--- config.mk ---
export PLATFORM = sky130hd
export DESIGN_NAME = apb_lite_master6
export DESIGN_NICKNAME = d
export VERILOG_FILES = /design/src/rtl/apb_lite_master6.sv
export SDC_FILE = /design/constraint.sdc
export NUM_CORES = 1
export LEC_CHECK = 0
export CORE_MARGIN = 5
export CORE_UTILIZATION = 43
export CTS_BUF_LIST = sky130_fd_sc_hd__clkbuf_8
export DETAILED_ROUTE_END_ITERATION = 12
export PLACE_DENSITY_LB_ADDON = 0.2
export SLEW_MARGIN = 20
export SYNTH_ARGS = -nofsm -noshare
export SYNTH_HDL_FRONTEND = slang
export SYNTH_SLANG_ARGS = --single-unit
--- constraint.sdc ---
create_clock -name pclk6 -period 1.43 [get_ports pclk6]
set_input_delay 0.429 -clock pclk6 [delete_from_list [all_inputs] [get_ports pclk6]]
set_output_delay 0.429 -clock pclk6 [all_outputs]
set_load 0.03 [all_outputs]
--- src/rtl/apb_lite_master6.sv ---
// apb_lite_master6
// APB initiator: converts a valid/ready command stream into APB transfers
// and returns one response pulse per accepted command.
//
// Optional feature macro: APB_MASTER_PREADY_EN
//   defined   -> pready6/pslverr6 ports exist, ACCESS stretches while
//                pready6=0, and a wait counter forces an error completion
//                once it reaches TIMEOUT.
//   undefined -> ACCESS is always one cycle and rsp_err6 is tied 0.
//
// Ports:
//   pclk6, n_p_reset6       clock / async active-low reset
//   cmd_valid6/cmd_ready6   command handshake
//   cmd_write6/addr6/wdata6 command payload
//   rsp_valid6/rdata6/err6  one-cycle response, data and error held after
//   psel6/penable6/pwrite6  APB control
//   paddr6/pwdata6/prdata6  APB address and data
//   pready6/pslverr6        APB slave handshake (feature only)
module apb_lite_master6 #(
  parameter int ADDR_W  = 6,
  parameter int TIMEOUT = 16
) (
  input  logic              pclk6,
  input  logic              n_p_reset6,
  input  logic              cmd_valid6,
  output logic              cmd_ready6,
  input  logic              cmd_write6,
  input  logic [ADDR_W-1:0] cmd_addr6,
  input  logic [31:0]       cmd_wdata6,
  output logic              rsp_valid6,
  output logic [31:0]       rsp_rdata6,
  output logic              rsp_err6,
  output logic              psel6,
  output logic              penable6,
  output logic              pwrite6,
  output logic [ADDR_W-1:0] paddr6,
  output logic [31:0]       pwdata6,
`ifdef APB_MASTER_PREADY_EN
  input  logic              pready6,
  input  logic              pslverr6,
`endif
  input  logic [31:0]       prdata6
);

  typedef enum logic [1:0] {IDLE, SETUP, ACCESS} state_e;

  state_e              state_q, state_d;
  logic                complete;
  logic                accept;
  logic                pwrite_q;
  logic [ADDR_W-1:0]   paddr_q;
  logic [31:0]         pwdata_q;
  logic                rspValid_q;
  logic [31:0]         rspRdata_q;
  logic [31:0]         capData;

  assign accept = cmd_valid6 & cmd_ready6;

`ifdef APB_MASTER_PREADY_EN
  localparam int CNT_W = $clog2(TIMEOUT + 1);

  logic [CNT_W-1:0] waitCnt_q, waitCnt_d;
  logic             timedOut;
  logic             rspErr_q;

  // A late pready6 still wins over the timeout in the same cycle.
  assign timedOut = (state_q == ACCESS) && !pready6 && (waitCnt_q == CNT_W'(TIMEOUT));
  assign complete = (state_q == ACCESS) && (pready6 || timedOut);

  // Wait counter: cleared in SETUP, counts stalled ACCESS cycles.
  always_comb begin
    waitCnt_d = waitCnt_q;
    if (state_q == SETUP) begin
      waitCnt_d = '0;
    end else if ((state_q == ACCESS) && !complete) begin
      waitCnt_d = waitCnt_q + CNT_W'(1);
    end
  end

  always_ff @(posedge pclk6 or negedge n_p_reset6) begin
    if (!n_p_reset6) begin
      waitCnt_q <= '0;
      rspErr_q  <= 1'b0;
    end else begin
      waitCnt_q <= waitCnt_d;
      if (complete) begin
        rspErr_q <= timedOut | pslverr6;
      end
    end
  end

  assign rsp_err6 = rspErr_q;

  // Writes and timed-out transfers return zero data.
  always_comb begin
    capData = pwrite_q ? 32'h0 : prdata6;
    if (timedOut) begin
      capData = 32'h0;
    end
  end
`else
  assign complete = (state_q == ACCESS);
  assign rsp_err6 = 1'b0;

  // Writes return zero data.
  always_comb begin
    capData = pwrite_q ? 32'h0 : prdata6;
  end
`endif

  // State register.
  always_ff @(posedge pclk6 or negedge n_p_reset6) begin
    if (!n_p_reset6) begin
      state_q <= IDLE;
    end else begin
      state_q <= state_d;
    end
  end

  // Next state: a command arriving in the completing ACCESS cycle goes
  // straight to SETUP so back-to-back transfers keep psel6 high.
  always_comb begin
    state_d = state_q;
    unique case (state_q)
      IDLE:    if (cmd_valid6) state_d = SETUP;
      SETUP:   state_d = ACCESS;
      ACCESS:  if (complete) state_d = cmd_valid6 ? SETUP : IDLE;
      default: state_d = IDLE;
    endcase
  end

  // Outputs decoded from state; cmd_ready6 opens only when free.
  always_comb begin
    psel6      = (state_q != IDLE);
    penable6   = (state_q == ACCESS);
    cmd_ready6 = (state_q == IDLE) || complete;
  end

  // Command capture; pwdata holds its last value across reads.
  always_ff @(posedge pclk6 or negedge n_p_reset6) begin
    if (!n_p_reset6) begin
      pwrite_q <= 1'b0;
      paddr_q  <= '0;
      pwdata_q <= 32'h0;
    end else if (accept) begin
      pwrite_q <= cmd_write6;
      paddr_q  <= cmd_addr6;
      if (cmd_write6) begin
        pwdata_q <= cmd_wdata6;
      end
    end
  end

  // Response: pulse the cycle after completion, data held until next one.
  always_ff @(posedge pclk6 or negedge n_p_reset6) begin
    if (!n_p_reset6) begin
      rspValid_q <= 1'b0;
      rspRdata_q <= 32'h0;
    end else begin
      rspValid_q <= complete;
      if (complete) begin
        rspRdata_q <= capData;
      end
    end
  end

  assign pwrite6    = pwrite_q;
  assign paddr6     = paddr_q;
  assign pwdata6    = pwdata_q;
  assign rsp_valid6 = rspValid_q;
  assign rsp_rdata6 = rspRdata_q;

endmodule
==> results.txt, run 1 <==
----------------------------------------------------
[Placement]
  Final weighted congestion of routability-driven global placement ... 0.710
  Post-detail-place hpwl ... around 5.7 mm
  Total cell area at the placement stage ... around 0.0047 mm^2
  Port Buf Inserts ... approximately 150

[Cells and area]
  Area delta synth->final ... 54.4%
  Fraction of the core area covered by cells at the end of the flow ... 68.2%
  Number of inserted diodes ... 0
  Final cell area excluding filler cells ... 0.00497 mm^2
  Proportion of layout cells with a drive suffix above 1 ... between 40% and 50%
  Nets@finish ... approximately 440

[Critical path]
  Crit Path Category ... flop to output pin
  Buffers plus inverters on the worst setup path ... 1
  Element type at the critical path end ... output pin
  Kind of start point of the critical path ... flop
  Cells traversed along the worst timing path ... or2_4 -> buf_6
  Reg2Reg Capture Point ... pwdata6[6]
  Crit path max-delay cell type ... sky130_fd_sc_hd__dfrtp_2
  Reg-to-reg slack, setup ... 10 ps
  Worst reg2reg path startpoint ... state_q[0]
  Data arrival time of the critical path ... between 1000 and 1500 ps
  Required @ worst endpoint ... 1000 ps
  Endpoint of the worst setup timing path ... psel6
  Cell type group with the largest total delay on the critical path ... flip-flops
  Largest incremental delay on the critical path ... ~440 ps
  R2R depth ... 4
  Setup crit start ... state_q[0]
  Maximum fanout along the worst path ... 3
  Count of cell instances traversed by the critical path ... 2

[STA]
  Number of failing setup endpoints in the final timing report ... 3
  Slew Limit Fails ... 0
  Setup TNS ... -322 ps
  Worst clock skew ... roughly 8.8 ps
  Minimum clock period ... about 1600 ps
  PnR worst setup slack ... -145 ps
  RSZ-0062 raised after global routing ... true
  Final count of hold timing violations ... 0
  Fmax ... between 600 and 700 MHz
  Final clock period utilization by the worst path ... 110%

[Yosys]
  Largest cells by area after synthesis ... sky130_fd_sc_hd__dfrtp_1, sky130_fd_sc_hd__mux2_4, sky130_fd_sc_hd__nor2b_1
  Primary FF master, synth ... sky130_fd_sc_hd__dfrtp_1
  Async set-reset flop share out of synthesis ... 100%
  Average cell area after synthesis ... around 16 um^2
  Most used standard cell by instance count after synthesis ... sky130_fd_sc_hd__dfrtp_1
  Synth warn ... 0
  Number of nets produced by synthesis ... ~270
  Top post-synthesis cells by count ... sky130_fd_sc_hd__dfrtp_1, sky130_fd_sc_hd__mux2_4, sky130_fd_sc_hd__nor2b_1
  Gate Count Post-Synth ... ~200
  Unique cell type count in the Yosys netlist ... 15
  Number of register bits inferred by synthesis ... 74
  Area leader, netlist ... sky130_fd_sc_hd__dfrtp_1
  Count of flip-flops with a built-in enable after synthesis ... 0
  Share of Yosys cell area claimed by the top area cell type ... around 57%
  Fraction of the yosys area taken by sequential cells ... between 50 and 60%
  Summed instance area of the synthesized netlist ... approximately 0.0032 mm^2

[Route]
  DRC violation count after routing ... 0
  Vias ... around 2100
  Count of routing violations after the opening detailed-route iteration ... 39
  Remaining number of nets flagged by the antenna check after routing ... 0
  Average vias per placed instance ... between 4 and 5
  Average wire per cell in the routed design ... 16.5 um
  TritonRoute pass-1 iters ... 4
  Drt total wl ... 7.67 mm

[Global route]
  Largest net degree at the start of global routing ... 75
  Aggregate global routing overflow ... 0
  Global-route usage over all layers ... between 10% and 20%
  Number of global-route vias before repair ... ~2300
  Number of antenna violations at the first check in global routing ... 0
  Wire length of the first global-routing pass ... ~12 mm

[Job]
  Max-capacitance violation count ... 0

[Floorplanning]
  Die Wd ... 96.5 um
  Cell Rows ... 31
  Number of top-level pins ... 150
  Initial core utilization ... between 40% and 50%
  Std-Cell Core Area ... about 0.0073 mm^2
  Full die area ... 0.00932 mm^2
  Die H ... 96.5 um

[Clock tree]
  Number of buffers between clock root and the deepest sink ... 2
  Number of sinks driven by the clock tree ... 74
  CTS tree ... built
  Clock-pin slew reported for the worst setup and hold paths after clock tree synthesis ... 80 ps
  Cts bufs inserted ... 9
  Insertion delay to the later sink of the worst-skew pair ... around 330 ps
  Clock tree root buffer cell ... sky130_fd_sc_hd__clkbuf_8
  H-Tree Level Count ... 3

[Pwr]
  Worst vdd rail ir drop ... 0.000598 V
  Power density over the cells ... around 1500 mW/mm^2
  Leakage dissipation ... 2.44 nW

[Run status]
  Outcome ... complete, but fails checks
  Violated checks ... negative setup slack

[Worst hold path]
  Hold/Removal Path Class ... primary input to asynchronous set/reset pin

----------------------------------------------------
==> placed cells by master (no fill, tap or decap) <==
master | synthesis | final
sky130_fd_sc_hd__dfrtp_2 | 0 | 2
sky130_fd_sc_hd__or2_4 | 0 | 1
sky130_fd_sc_hd__inv_2 | 0 | 1
sky130_fd_sc_hd__nor2b_4 | 0 | 1
sky130_fd_sc_hd__dlymetal6s2s_1 | 0 | 1
sky130_fd_sc_hd__buf_4 | 1 | 82
sky130_fd_sc_hd__dfrtp_1 | 74 | 72
sky130_fd_sc_hd__buf_6 | 7 | 6
sky130_fd_sc_hd__nand3b_4 | 1 | 1
sky130_fd_sc_hd__clkbuf_8 | 0 | 12
sky130_fd_sc_hd__mux2_4 | 58 | 58
sky130_fd_sc_hd__buf_2 | 2 | 2
sky130_fd_sc_hd__nor2b_1 | 34 | 33
sky130_fd_sc_hd__conb_1 | 1 | 1
sky130_fd_sc_hd__o21ai_0 | 1 | 1
sky130_fd_sc_hd__clkdlybuf4s50_1 | 0 | 71
sky130_fd_sc_hd__inv_1 | 2 | 2
sky130_fd_sc_hd__mux2_2 | 9 | 9
sky130_fd_sc_hd__mux2_1 | 3 | 3
sky130_fd_sc_hd__clkinv_2 | 0 | 1
sky130_fd_sc_hd__buf_12 | 0 | 5
sky130_fd_sc_hd__nor2_1 | 1 | 1
sky130_fd_sc_hd__bufinv_16 | 0 | 1
==> worst reg2reg max path, delay by kind of cell, from the launching register on <==
| family | cells | cell delay, ps |
|---|---|---|
| multiplexers | 1 | 300 |
| flip-flops | 1 | 440 |
| AND/OR/NAND/NOR | 1 | 220 |
| buffers and inverters | 2 | 350 |
==> how the worst min path moves through the flow <==
| stage | start | endpoint | cells after the start |
|---|---|---|---|
| after floorplan | n_p_reset6 | paddr6[0] | 0 |
| after detailed placement | state_q[1] | state_q[1] | 1 |
| after CTS | n_p_reset6 | rsp_rdata6[4] | 2 |
| final | n_p_reset6 | rsp_rdata6[5] | 2 |
| after global routing | n_p_reset6 | rsp_rdata6[5] | 2 |
| after global placement | state_q[1] | state_q[1] | 1 |
==> layout make-up <==
cell class	count	area, um^2
clock buffers	12	165
clock inverters	3	38.8
fillers	541	2320
inverters	2	7.51
multi-input cells	109	1270
flip-flops and latches	74	1850
well taps	99	124
repair buffers	167	1520
==> stage by stage <==
stage               hold WS, ps  instances  worst slack (ps)  total power [W]
finish                      110        466              -145          0.00728
global route                130        466              -191          0.00763
CTS                         117        464              -171          0.00738
detailed placement          452        446              -318          0.00566
global placement            435        446              -281          0.00563
floorplan                   133        197               122          0.00447
==> where the power goes <==
part / switching, W / internal [W] / total, W
logic: 0.00145 / 0.00139 / 0.00284
registers: 0.000262 / 0.00253 / 0.00280
clock network: 0.000709 / 0.000931 / 0.00164
==> registers in the layout, indices dropped and copies added (netlist names) <==
signal,count
paddr6,6
pwdata6,32
pwrite6,1
rsp_rdata6,32
rsp_valid6,1
state_q,2
==> timing repair <==
item / in CTS / in global routing
gates resized for setup: 10 / 6
setup endpoints to repair: 5 / 36
setup buffers: 3 / 2
hold buffers: 0 / 0
pin swaps: 0 / 0
==> routing by layer <==
layer	share of wire, %	track usage [%]
met5	0	0
met3	7.5	6.51
met2	51	27.9
met4	1.5	5.61
met1	40	20.4
==> cell families after synthesis <==
group	share of synthesized area, %
AOI/OAI and AO/OA	0.155
buffers and inverters	3.46
DFF	57.5
muxes	31.2
other	0.116
and+or+nand+nor	7.54
Note: power is estimated with default switching activity, not from simulation.
==> run 2, diff against run 1 <==
--- a/config.mk
+++ b/config.mk
@@ -5,9 +5,11 @@
 export SDC_FILE = /design/constraint.sdc
 export NUM_CORES = 1
 export LEC_CHECK = 0
+export CAP_MARGIN = 20
 export CORE_MARGIN = 5
 export CORE_UTILIZATION = 43
 export CTS_BUF_LIST = sky130_fd_sc_hd__clkbuf_8
+export CTS_CLUSTER_DIAMETER = 40
 export DETAILED_ROUTE_END_ITERATION = 12
 export PLACE_DENSITY_LB_ADDON = 0.2
 export SLEW_MARGIN = 20
==> results of run 2 <==
Final layout, timing and power as in run 1 (identical DEF).
